[config.mk]
export PLATFORM = sky130hd
export DESIGN_NAME = dataram_arbiter
export DESIGN_NICKNAME = d
export VERILOG_FILES = /design/src/rtl/dataram_arbiter_pkg.sv /design/src/rtl/dataram_arbiter_starve_counter.sv /design/src/rtl/dataram_arbiter.sv
export SDC_FILE = /design/constraint.sdc
export NUM_CORES = 1
export LEC_CHECK = 0
export ABC_CLOCK_PERIOD_IN_PS = 4900
export CAP_MARGIN = 0
export CORE_AREA = 4 4 92 94
export CTS_CLUSTER_SIZE = 16
export DETAILED_ROUTE_END_ITERATION = 16
export DIE_AREA = 0 0 96 98
export GPL_TIMING_DRIVEN = 1
export PLACE_DENSITY = 0.81
export REMOVE_ABC_BUFFERS = 1
export SLEW_MARGIN = 20
export SYNTH_ARGS = -nofsm -noshare
export SYNTH_HDL_FRONTEND = slang
export SYNTH_SLANG_ARGS = --single-unit
export TNS_END_PERCENT = 50
[constraint.sdc]
create_clock -name clock -period 4.9 [get_ports clock]
set_clock_uncertainty 0.15 [all_clocks]
set_input_delay 1.47 -clock clock [delete_from_list [all_inputs] [get_ports clock]]
set_output_delay 1.47 -clock clock [all_outputs]
set_load 0.02 [all_outputs]
[src/rtl/dataram_arbiter_pkg.sv]
// Shared types for the data RAM arbiter: pending-read owner and request bundle.
package dataram_arbiter_pkg;

    localparam int DR_ADDRWIDTH = 12;
    localparam int DR_DATAWIDTH = 32;

    typedef enum logic [1:0] {
        OWN_NONE = 2'd0,
        OWN_CORE = 2'd1,
        OWN_DMA  = 2'd2
    } owner_t;

    typedef struct packed {
        logic                    we;
        logic [DR_ADDRWIDTH-1:0] addr;
        logic [DR_DATAWIDTH-1:0] wdata;
    } dr_req_t;

endpackage

[src/rtl/dataram_arbiter_starve_counter.sv]
// Counts consecutive denied DMA cycles; once MAXWAIT is reached the DMA port is forced a grant.
module arb_starve_counter #(
    parameter int MAXWAIT = 4
) (
    input  logic clock,
    input  logic reset,
    input  logic dma_req,
    input  logic dma_grant,
    output logic force_dma
);

    localparam int CW = $clog2(MAXWAIT + 1);

    logic [CW-1:0] r_waitcnt;
    logic          w_at_max;

    assign w_at_max  = (r_waitcnt == CW'(MAXWAIT));
    assign force_dma = dma_req && w_at_max;

    // Saturates at MAXWAIT so a long core burst cannot wrap the count.
    always_ff @(posedge clock) begin
        if (reset) begin
            r_waitcnt <= '0;
        end else if (!dma_req || dma_grant) begin
            r_waitcnt <= '0;
        end else if (!w_at_max) begin
            r_waitcnt <= r_waitcnt + 1'b1;
        end
    end

endmodule

[src/rtl/dataram_arbiter.sv]
// Single-port data RAM arbiter: core has priority, DMA is guaranteed a slot, read data
// is steered back to whichever port issued it one cycle earlier.
module dataram_arbiter
    import dataram_arbiter_pkg::*;
#(
    parameter int ADDRWIDTH = DR_ADDRWIDTH,
    parameter int DATAWIDTH = DR_DATAWIDTH,
    parameter int RAMDEPTH  = 1024,
    parameter int MAXWAIT   = 4
) (
    input  logic                 clock,
    input  logic                 reset,
    input  logic                 core_req,
    input  logic                 core_we,
    input  logic [ADDRWIDTH-1:0] core_addr,
    input  logic [DATAWIDTH-1:0] core_wdata,
    output logic                 core_ready,
    output logic                 core_rvalid,
    output logic [DATAWIDTH-1:0] core_rdata,
    input  logic                 dma_req,
    input  logic                 dma_we,
    input  logic [ADDRWIDTH-1:0] dma_addr,
    input  logic [DATAWIDTH-1:0] dma_wdata,
    output logic                 dma_ready,
    output logic                 dma_rvalid,
    output logic [DATAWIDTH-1:0] dma_rdata,
    output logic                 ram_en,
    output logic                 ram_we,
    output logic [ADDRWIDTH-1:0] ram_addr,
    output logic [DATAWIDTH-1:0] ram_wdata,
    input  logic [DATAWIDTH-1:0] ram_rdata,
    output logic                 addr_err
);

    logic    w_force_dma;
    logic    w_dma_win;
    logic    w_core_win;
    logic    w_xfer;
    logic    w_oor;
    dr_req_t w_sel;
    owner_t  r_pend_owner;
    logic    r_pend_oor;
    logic    r_addr_err;

    arb_starve_counter #(.MAXWAIT(MAXWAIT)) u_starve (
        .clock     (clock),
        .reset     (reset),
        .dma_req   (dma_req),
        .dma_grant (dma_ready),
        .force_dma (w_force_dma)
    );

    assign w_dma_win  = dma_req && (!core_req || w_force_dma);
    assign w_core_win = core_req && !w_dma_win;
    assign core_ready = !reset && w_core_win;
    assign dma_ready  = !reset && w_dma_win;
    assign w_xfer     = core_ready || dma_ready;

    always_comb begin
        w_sel = '0;
        if (dma_ready) begin
            w_sel = '{we: dma_we, addr: dma_addr, wdata: dma_wdata};
        end else if (core_ready) begin
            w_sel = '{we: core_we, addr: core_addr, wdata: core_wdata};
        end
    end

    // Out-of-range accesses still complete on the port but never reach the RAM.
    assign w_oor     = w_xfer && ({1'b0, w_sel.addr} >= (ADDRWIDTH + 1)'(RAMDEPTH));
    assign ram_en    = w_xfer && !w_oor;
    assign ram_we    = ram_en && w_sel.we;
    assign ram_addr  = w_sel.addr;
    assign ram_wdata = w_sel.wdata;

    always_ff @(posedge clock) begin
        if (reset) begin
            r_pend_owner <= OWN_NONE;
            r_pend_oor   <= 1'b0;
            r_addr_err   <= 1'b0;
        end else begin
            r_pend_oor <= w_oor;
            if (w_xfer && !w_sel.we) begin
                r_pend_owner <= dma_ready ? OWN_DMA : OWN_CORE;
            end else begin
                r_pend_owner <= OWN_NONE;
            end
            if (w_oor) begin
                r_addr_err <= 1'b1;
            end
        end
    end

    assign addr_err    = r_addr_err;
    assign core_rvalid = (r_pend_owner == OWN_CORE);
    assign dma_rvalid  = (r_pend_owner == OWN_DMA);
    assign core_rdata  = (core_rvalid && !r_pend_oor) ? ram_rdata : '0;
    assign dma_rdata   = (dma_rvalid && !r_pend_oor) ? ram_rdata : '0;

endmodule

== Word-level counts from Yosys, hierarchy flattened ==
Cells that the tools add are included.

* Register bits: 7
* Output and inout port bits: 115

* $add $sub $neg: 1
* Order comparisons: 1
* Reductions and logical operators: 23
* Multiplexer cells: 5
* Equality and inequality tests: 3
* Bitwise gates (word level): 1

{| class="wikitable"
|+ Operators by type and width
! operator !! count
|-
| 45-bit 2-to-1 mux || 2
|-
| 32-bit 2-to-1 mux || 2
|-
| 12-bit by 11-bit greater-or-equal comparator with 1-bit output, second input constant || 1
|-
| 1-bit logical AND || 11
|-
| 1-bit logical NOT || 7
|-
| 2-bit OR reduction || 2
|-
| 3-bit by 1-bit adder with 3-bit output, second input constant || 1
|-
| 3-bit == test, second input constant || 1
|-
| 1-bit logical OR || 3
|-
| 2-bit by 1-bit == test with 1-bit output, second input constant || 1
|-
| 2-bit == test, second input constant || 1
|-
| 2-bit 2-to-1 mux || 1
|-
| 1-bit NOT || 1
|}

== Longest topological paths before layout ==
Gate-level depths: netlist (run 1).

* Depth after elaboration: 14
* Depth in mapped cells: 6
* Depth with buffers taken out: 5

== By module ==
From an unflattened synthesis (run 1), not the netlist that was laid out.

* Cell total of the unflattened synthesis: 168
* Area, all modules: 1398.8 um^2

{| class="wikitable"
|+ By module, submodules not included
! module !! seq. area each (um^2) !! area each (um^2) !! times used !! cells each
|-
| dataram_arbiter || 80.1 || 1227.4 || 1 || 150
|-
| arb_starve_counter || 60.1 || 171.4 || 1 || 18
|}

== Least setup slack after synthesis (run 1) ==
Ideal clock, no wire load.

* Path type: input-to-output
* Start point: input port core_req
* End point: output port ram_we
* Stages: 3
* Slack: 0.630 ns
* Buffers on the path: 0
* Data required time: 3.280 ns
* Data arrival time: 2.650 ns
* Path through: a21boi_2 -> or3b_1 -> a2111oi_2

* Cells in the longest elaborated chain, start to end: 13
* Elaborated cells between the ends (all ways): 15
* Those cells by class: 1 x order compare; 2 x mux; 12 x reduce/logical

{| class="wikitable"
|+ RTL lines
! what !! RTL line !! source
|-
| from (decl) || dataram_arbiter.sv:13 || <nowiki>input logic core_req,</nowiki>
|-
| 1-bit logical NOT || dataram_arbiter.sv:53 || <nowiki>assign w_dma_win = dma_req && (!core_req || w_force_dma);</nowiki>
|-
| 1-bit logical OR || dataram_arbiter.sv:53 ||
|-
| 1-bit logical AND || dataram_arbiter.sv:53 ||
|-
| 1-bit logical NOT || dataram_arbiter.sv:54 || <nowiki>assign w_core_win = core_req && !w_dma_win;</nowiki>
|-
| 1-bit logical AND || dataram_arbiter.sv:54 ||
|-
| 1-bit logical AND || dataram_arbiter.sv:55 || <nowiki>assign core_ready = !reset && w_core_win;</nowiki>
|-
| 45-bit 2-to-1 mux || dataram_arbiter.sv:63 || <nowiki>end else if (core_ready) begin</nowiki>
|-
| 45-bit 2-to-1 mux || dataram_arbiter.sv:61 || <nowiki>if (dma_ready) begin</nowiki>
|-
| 12-bit by 11-bit greater-or-equal comparator with 1-bit output || dataram_arbiter.sv:69 || <nowiki>assign w_oor = w_xfer && ({1'b0, w_sel.addr} >= (ADDRWIDTH + 1)'(RAMDEPTH));</nowiki>
|-
| 1-bit logical AND || dataram_arbiter.sv:69 ||
|-
| 1-bit logical NOT || dataram_arbiter.sv:70 || <nowiki>assign ram_en = w_xfer && !w_oor;</nowiki>
|-
| 1-bit logical AND || dataram_arbiter.sv:70 ||
|-
| 1-bit logical AND * || dataram_arbiter.sv:71 || <nowiki>assign ram_we = ram_en && w_sel.we;</nowiki>
|-
| to (decl) || dataram_arbiter.sv:28 || <nowiki>output logic ram_we,</nowiki>
|}

Every way passes the cells marked *; elsewhere a longest branch is shown, timed or not.

== Worst setup path in the final report (run 1) ==
* Start point: input port reset
* End point: output port ram_en

* Cells in the longest elaborated chain, start to end: 8
* Elaborated cells between the ends (all ways): 10
* Those cells by class: 1 x order compare; 2 x mux; 7 x reduce/logical

{| class="wikitable"
|+ RTL lines
! what !! RTL line !! source
|-
| from (decl) || dataram_arbiter.sv:12 || <nowiki>input logic reset,</nowiki>
|-
| 1-bit logical NOT * || dataram_arbiter.sv:55, dataram_arbiter.sv:56 ||
|-
| 1-bit logical AND || dataram_arbiter.sv:55 ||
|-
| 45-bit 2-to-1 mux || dataram_arbiter.sv:63 ||
|-
| 45-bit 2-to-1 mux || dataram_arbiter.sv:61 ||
|-
| 12-bit by 11-bit greater-or-equal comparator with 1-bit output || dataram_arbiter.sv:69 ||
|-
| 1-bit logical AND || dataram_arbiter.sv:69 ||
|-
| 1-bit logical NOT || dataram_arbiter.sv:70 ||
|-
| 1-bit logical AND * || dataram_arbiter.sv:70 ||
|-
| to (decl) || dataram_arbiter.sv:27 || <nowiki>output logic ram_en,</nowiki>
|}

Marks and branches as above.

==> results of run 1 <==
[layer usage]
metal	up-vias	global-route usage (%)
li1	1076	-
met1	964	15.4
met3	12	4.55
met4	0	6.46
met5	-	0
met2	158	31.4
[state kept, by name (all words and copies together) (netlist names)]
name	count
r_pend_oor	1
u_starve.r_waitcnt	3
r_pend_owner	2
addr_err	1
[cell usage after synthesis (2+ instances only)]
| library cell | n | share of area [%] |
|---|---|---|
| and2_1 | 64 | 32 |
| a22o_1 | 44 | 31 |
| buf_2 | 8 | 3.2 |
| dfxtp_1 | 7 | 11 |
| clkbuf_1 | 6 | 1.8 |
| nor2_1 | 4 | 1.2 |
| nor2b_1 | 4 | 2.0 |
| nor3_1 | 4 | 1.6 |
| inv_1 | 3 | 0.91 |
| ha_1 | 2 | 2.0 |
| nand2_1 | 2 | 0.61 |
[worst max path at each step]
stage                        start            end  slack, ns
final                        reset         ram_en        0.1
after global routing         reset  ram_wdata[22]       0.03
after CTS                  dma_req      dma_ready       0.04
after detailed placement  core_req         ram_we      -0.22
after global placement    core_req         ram_we      -0.23
after floorplan              reset    ram_addr[0]       0.18
[through the flow]
stage / instances / TNS, ns
floorplan: 151 / 0
global placement: 508 / -3.90
detailed placement: 508 / -5.43
CTS: 512 / 0
global route: 512 / 0
finish: 512 / 0
[layout make-up]
cell class,count,area (um^2)
fill,725,3830
clock buffer,4,45.0
timing repair buffer,255,2470
multi-input combinational,141,1020
tap,102,128
sequential,7,140
inverter,3,11.3
[where the power goes]
group          total, mW  internal (mW)  switching [mW]  leakage (nW)
sequential        0.0608         0.0596         0.00126        0.0573
combinational      0.270          0.162           0.109          1.59
clock             0.0833         0.0564          0.0268        0.0228
[worst register-to-register path, cell delays in order (launching register included)]
cell and delay [ns]:
dfxtp_1 0.35, inv_1 0.06, ha_1 0.26, a21boi_2 0.19, buf_4 0.14, nor3_1 0.07
buf_4 0.14, or2_2 0.27
[cell usage in the layout (no fill, tap or decap), types with 2 or more instances in the layout]
| master | count |
|---|---|
| clkdlybuf4s50_1 | 192 |
| buf_12 | 2 |
| ha_1 | 2 |
| a22o_1 | 44 |
| clkbuf_8 | 3 |
| nor2b_1 | 4 |
| nor2_1 | 4 |
| inv_1 | 3 |
| nor3_1 | 4 |
| and2_1 | 64 |
| nand2_1 | 2 |
| buf_4 | 22 |
| dlygate4sd2_1 | 37 |
| dfxtp_1 | 7 |
[logic make-up (layout without fill, tap and decap cells)]
family | Yosys count | count (layout) | share of synthesized area [%]
AO/OA/AOI/OAI | 48 | 48 | 34.4
adder cells (fa/ha/maj) | 2 | 2 | 2.02
buffers and inverters | 17 | 262 | 5.97
flip-flops | 7 | 7 | 11.3
multiplexers | 1 | 1 | 0.809
AND/OR/NAND/NOR | 90 | 90 | 45.5
[repair_timing]
action / in CTS / in global routing
resized for setup: 38 / 4
hold buffers: 0 / 0
setup endpoints to repair: 38 / 2
==> metrics.txt, run 1 <==
EDFF count, synth=0; Hold Path Class=reg2reg; GRT Total Usage=16.2%; Main synth FF type=dfxtp_1; Setup crit start kind=input pin; clk_lat worst skew=0.23 ns; Clock transition at path regs=0.04 ns; Layout area overhead=208%; Crit Path Category=in2out; row count=32; initial cell density of the core=16.2%; reg-to-reg endpoint=r_pend_oor$_SDFF_PP0_; peak supply drop=0.0491 mV; Unique masters post-synth=28; Max Fclk=208 MHz; #FFs+latches synth=7; Worst Path Buf+Inv=4; Hold Crit Endpoint=u_starve.r_waitcnt[0]$_SDFFE_PP0P_; TritonCTS clock tree=built; Detailed Routing Iterations Pass 1=4; RSZ-0062 raised after global routing=no; Final Hold Viols=0; worst slack, placed=-0.217 ns; Horiz. Die Dim=96 um; crit path cell chain=clkdlybuf4s50_1 -> buf_4 -> or2b_1 -> buf_4 -> nor3_2 -> nor3_1 -> dlygate4sd2_1; leakage power=1.67 nW; wire length per cell=16.2 um; FF-to-FF path depth=7; CP delay by family, top=buffers and inverters; Die ar.=0.00941 mm^2; outcome=finished, final reports clean; GRT overflow=0; Antenna Nets Post-Route=0; dpl hpwl=7590 um; initial antenna violation count=0; total power=0.414 mW; Top Layer Used=met4; R2R setup slack=3.15 ns; setup bufs post-CTS=0; largest stage delay on the critical path=0.43 ns; CP max FO=3; setup ws final=0.0993 ns; vias=2,210; largest net degree at the start of global routing=42; Critical Path Most Common Cell=buf_4; relative slew slack=71.8%; DP Area=0.00382 mm^2; Crit. End Element=primary output; share of layout cells above drive strength 1=8.54%; WL final=8310 um; register area share after synthesis=11.3%; fin crit share=98.0%; met2 wire length=4380 um; Worst Path Required=3.28 ns; root buffer cell=clkbuf_8; met3 WL post-DR=1020 um; Power Density=109 mW/mm^2; worst-case clock buffer depth=2; Min Hold Slack=0.314 ns; Layout Utilization=49.9%; # clock sinks=7; vias in the first global route=2,234; synthesized cell area=0.00124 mm^2; ys async rst share=0%; drt first-iter violations=48; Die Ht=98 um; final setup vio count=0; Core Area=0.00765 mm^2; fin area=0.00382 mm^2; PortBufs=240; Ant. Diodes=0; # IOs=241; CTS buffer count=3; syn avg cell area=7.50 um^2; critical path's slowest cell=clkdlybuf4s50_1; synth warn=0; fin crit period=4.80 ns; WP depth=7; Cells after Synth=165; crit path DAT=3.18 ns; Slew @ Worst Pin=0.419 ns; Slew Limit Fails=0; number of max-cap violations=0; Reg-to-Reg Start=u_starve.r_waitcnt[0]$_SDFFE_PP0P_; Placer Congestion=0.788; Metal-1 WL=2590 um; Hold Crit Depth=1; Vias/cell=4.32; first-pass GRT wire length=11,700 um; hold_sp=u_starve.r_waitcnt[0]$_SDFFE_PP0P_; H-Tree Depth=1; # nets final=539; drt drc=0
No activity file was read; power rests on OpenSTA's default activity.
==> inputs of run 2 (changes only) <==
--- a/config.mk
+++ b/config.mk
@@ -7,12 +7,15 @@
 export LEC_CHECK = 0
 export ABC_CLOCK_PERIOD_IN_PS = 4900
 export CAP_MARGIN = 0
-export CORE_AREA = 4 4 92 94
+export CELL_PAD_IN_SITES_DETAIL_PLACEMENT = 0
+export CELL_PAD_IN_SITES_GLOBAL_PLACEMENT = 1
+export CORE_ASPECT_RATIO = 1.1
+export CORE_MARGIN = 4
+export CORE_UTILIZATION = 11
 export CTS_CLUSTER_SIZE = 16
 export DETAILED_ROUTE_END_ITERATION = 16
-export DIE_AREA = 0 0 96 98
 export GPL_TIMING_DRIVEN = 1
-export PLACE_DENSITY = 0.81
+export PLACE_DENSITY = 0.95
 export REMOVE_ABC_BUFFERS = 1
 export SLEW_MARGIN = 20
 export SYNTH_ARGS = -nofsm -noshare
==> run 2 against run 1 <==
- clock-buffer cell count is the same
- critical path depth decreased by 1
- core utilization is 14 points lower
- cell count is 8.4% higher
- die area increased by 38%
- sequential share of layout area is 0.097 points lower
- combinational power hardly changed
- sequential power barely moved
- non-clock buffer count shrank 2
- fmax hardly changed
- critical endpoint is now ram_wdata[18]
- largest power group unchanged
==> metrics.txt, run 2 (synthesis gave the netlist of run 1 again) <==
wire length per cell=14.7 um (-9.4%); Slew Limit Fails=0 (unchanged); final setup vio count=0 (unchanged); CTS buffer count=3 (unchanged); Max Fclk=208 MHz (about the same); vias in the first global route=2,235 (+0.045%); Power Density=120 mW/mm^2 (+10%); Hold Path Class=reg2reg; # IOs=241 (unchanged); FF-to-FF path depth=7 (unchanged); largest stage delay on the critical path=0.52 ns (+0.09 ns); row count=40 (+25%); setup_tns=0 ns (unchanged); Worst Path Buf+Inv=3 (-1); number of max-cap violations=0 (unchanged); GRT Total Usage=11.3% (-4.9 points); WP depth=6 (-1); Worst Path Required=3.28 ns (about the same); Reg-to-Reg Start=u_starve.r_waitcnt[0]$_SDFFE_PP0P_; R2R setup slack=3.26 ns (+0.11 ns); crit path to=ram_wdata[18]; fin crit period=4.80 ns (+0.00356 ns); layout filler cell count=1,119 (+54%); Ant. Diodes=0 (unchanged); crit path cell chain=clkdlybuf4s50_1 -> or2b_1 -> nor2_4 -> buf_12 -> a22o_1 -> dlygate4sd2_1; relative slew slack=76.1% (+4.2 points); leakage power=1.67 nW (+0.23%); Crit. Startpoint=core_req; Largest register FFs=3 (unchanged); vias=2,202 (-0.36%); H-Tree Depth=1 (unchanged); GRT overflow=0 (unchanged); Core Area=0.0110 mm^2 (+43%); Crit Path Category=in2out; Die Ht=119 um (+22%); first-pass GRT wire length=11,600 um (-1.0%); # clock sinks=7 (unchanged); peak supply drop=0.129 mV (+160%); PortBufs=240 (unchanged); Setup crit start kind=input pin; commonest non-fill, non-tap cell in the layout=clkdlybuf4s50_1; Final Hold Viols=0 (unchanged); worst-case clock buffer depth=2 (unchanged); Vias/cell=3.97 (-8.1%); root buffer cell=clkbuf_16; Die ar.=0.0130 mm^2 (+38%); # nets final=537 (-0.37%); WL final=8160 um (-1.8%); initial antenna violation count=0 (unchanged); outcome=finished, final reports clean; setup bufs post-CTS=0 (unchanged); CP delay by family, top=buffers and inverters; Slew @ Worst Pin=0.355 ns (-0.0641 ns); share of layout cells above drive strength 1=7.60% (-0.94 points); Min Hold Slack=0.296 ns (-0.0178 ns); clk_lat worst skew=0.23 ns (about the same); Placer Congestion=0.723 (-8.3%); initial cell density of the core=11.3% (-4.9 points); Detailed Routing Iterations Pass 1=4 (unchanged); crit path DAT=3.18 ns (about the same); most frequent cells in the layout=192 x clkdlybuf4s50_1, 64 x and2_1, 44 x a22o_1; drt first-iter violations=88 (+83%); reg-to-reg endpoint=addr_err$_SDFFE_PP0P_; Antenna Nets Post-Route=0 (unchanged); biggest regs=u_starve.r_waitcnt (3), r_pend_owner (2); drt drc=0 (unchanged); fin crit share=98.0% (about the same); Layout area overhead=217%; Largest Register=u_starve.r_waitcnt; CP max FO=43 (+40); dpl hpwl=7440 um (-1.9%); Clock transition at path regs=0.04 ns (about the same); TritonCTS clock tree=built; Horiz. Die Dim=109 um (+14%); RSZ-0062 raised after global routing=no; Crit. End Element=primary output; critical path's slowest cell=clkdlybuf4s50_1; largest net degree at the start of global routing=44 (+4.8%)
==> run 2: through the flow <==
| step | power (mW) | area (um^2) | worst slack, ns | std cells | utilization, % |
|---|---|---|---|---|---|
| after floorplan | 0.154 | 1170 | 0.183 | 151 | - |
| after global placement | 0.347 | 3890 | -0.227 | 551 | 35.5 |
| after detailed placement | 0.351 | 3890 | -0.229 | 551 | 35.5 |
| after CTS | 0.477 | 3920 | 0.0452 | 555 | 35.8 |
| after global routing | 0.493 | 3920 | 0.00600 | 555 | 35.8 |
| final | 0.469 | 3920 | 0.0957 | 555 | 35.8 |
==> run 2: worst min-delay path by stage <==
stage                                       startpoint                                 end  cells after the start
global placement    u_starve.r_waitcnt[0]$_SDFFE_PP0P_  u_starve.r_waitcnt[0]$_SDFFE_PP0P_                      1
finish              u_starve.r_waitcnt[0]$_SDFFE_PP0P_  u_starve.r_waitcnt[0]$_SDFFE_PP0P_                      1
global route        u_starve.r_waitcnt[0]$_SDFFE_PP0P_  u_starve.r_waitcnt[0]$_SDFFE_PP0P_                      1
floorplan           u_starve.r_waitcnt[0]$_SDFFE_PP0P_  u_starve.r_waitcnt[0]$_SDFFE_PP0P_                      1
detailed placement  u_starve.r_waitcnt[0]$_SDFFE_PP0P_  u_starve.r_waitcnt[0]$_SDFFE_PP0P_                      1
CTS                 u_starve.r_waitcnt[0]$_SDFFE_PP0P_  u_starve.r_waitcnt[0]$_SDFFE_PP0P_                      1
==> run 2: power breakdown <==
part,switching [mW],internal (mW),total [mW]
Sequential,0.00127,0.0597,0.0609
Clock,0.0304,0.108,0.139
Combinational,0.108,0.162,0.270
Total,0.140,0.329,0.469
==> run 2: per-layer routing <==
layer | global-route usage [%] | part of all wire (%)
met5 | 0 | 0
met4 | 1.18 | 0.31
met3 | 4.82 | 16
met2 | 22.4 | 51
met1 | 10.8 | 32
==> run 2: cell type report <==
type	count	area, um^2	share of cell area (%)
multi-input combinational	141	1040	26.5
inverter	3	11.3	0.287
sequential	7	140	3.57
timing repair buffer	253	2470	62.9
tap	147	184	4.69
clock buffer	4	78.8	2.01
==> run 2: what timing repair did <==
action | CTS | global route
hold buffers | 0 | 0
endpoints found under the setup margin | 42 | 1
gates resized for setup | 44 | 3
cloned | 0 | 0
==> inputs of run 3 (changes only) <==
--- a/config.mk
+++ b/config.mk
@@ -6,7 +6,6 @@
 export NUM_CORES = 1
 export LEC_CHECK = 0
 export ABC_CLOCK_PERIOD_IN_PS = 4900
-export CAP_MARGIN = 0
 export CELL_PAD_IN_SITES_DETAIL_PLACEMENT = 0
 export CELL_PAD_IN_SITES_GLOBAL_PLACEMENT = 1
 export CORE_ASPECT_RATIO = 1.1
@@ -21,4 +20,3 @@
 export SYNTH_ARGS = -nofsm -noshare
 export SYNTH_HDL_FRONTEND = slang
 export SYNTH_SLANG_ARGS = --single-unit
-export TNS_END_PERCENT = 50
==> results of run 3 <==
Final layout, timing and power as in run 2 (identical DEF).
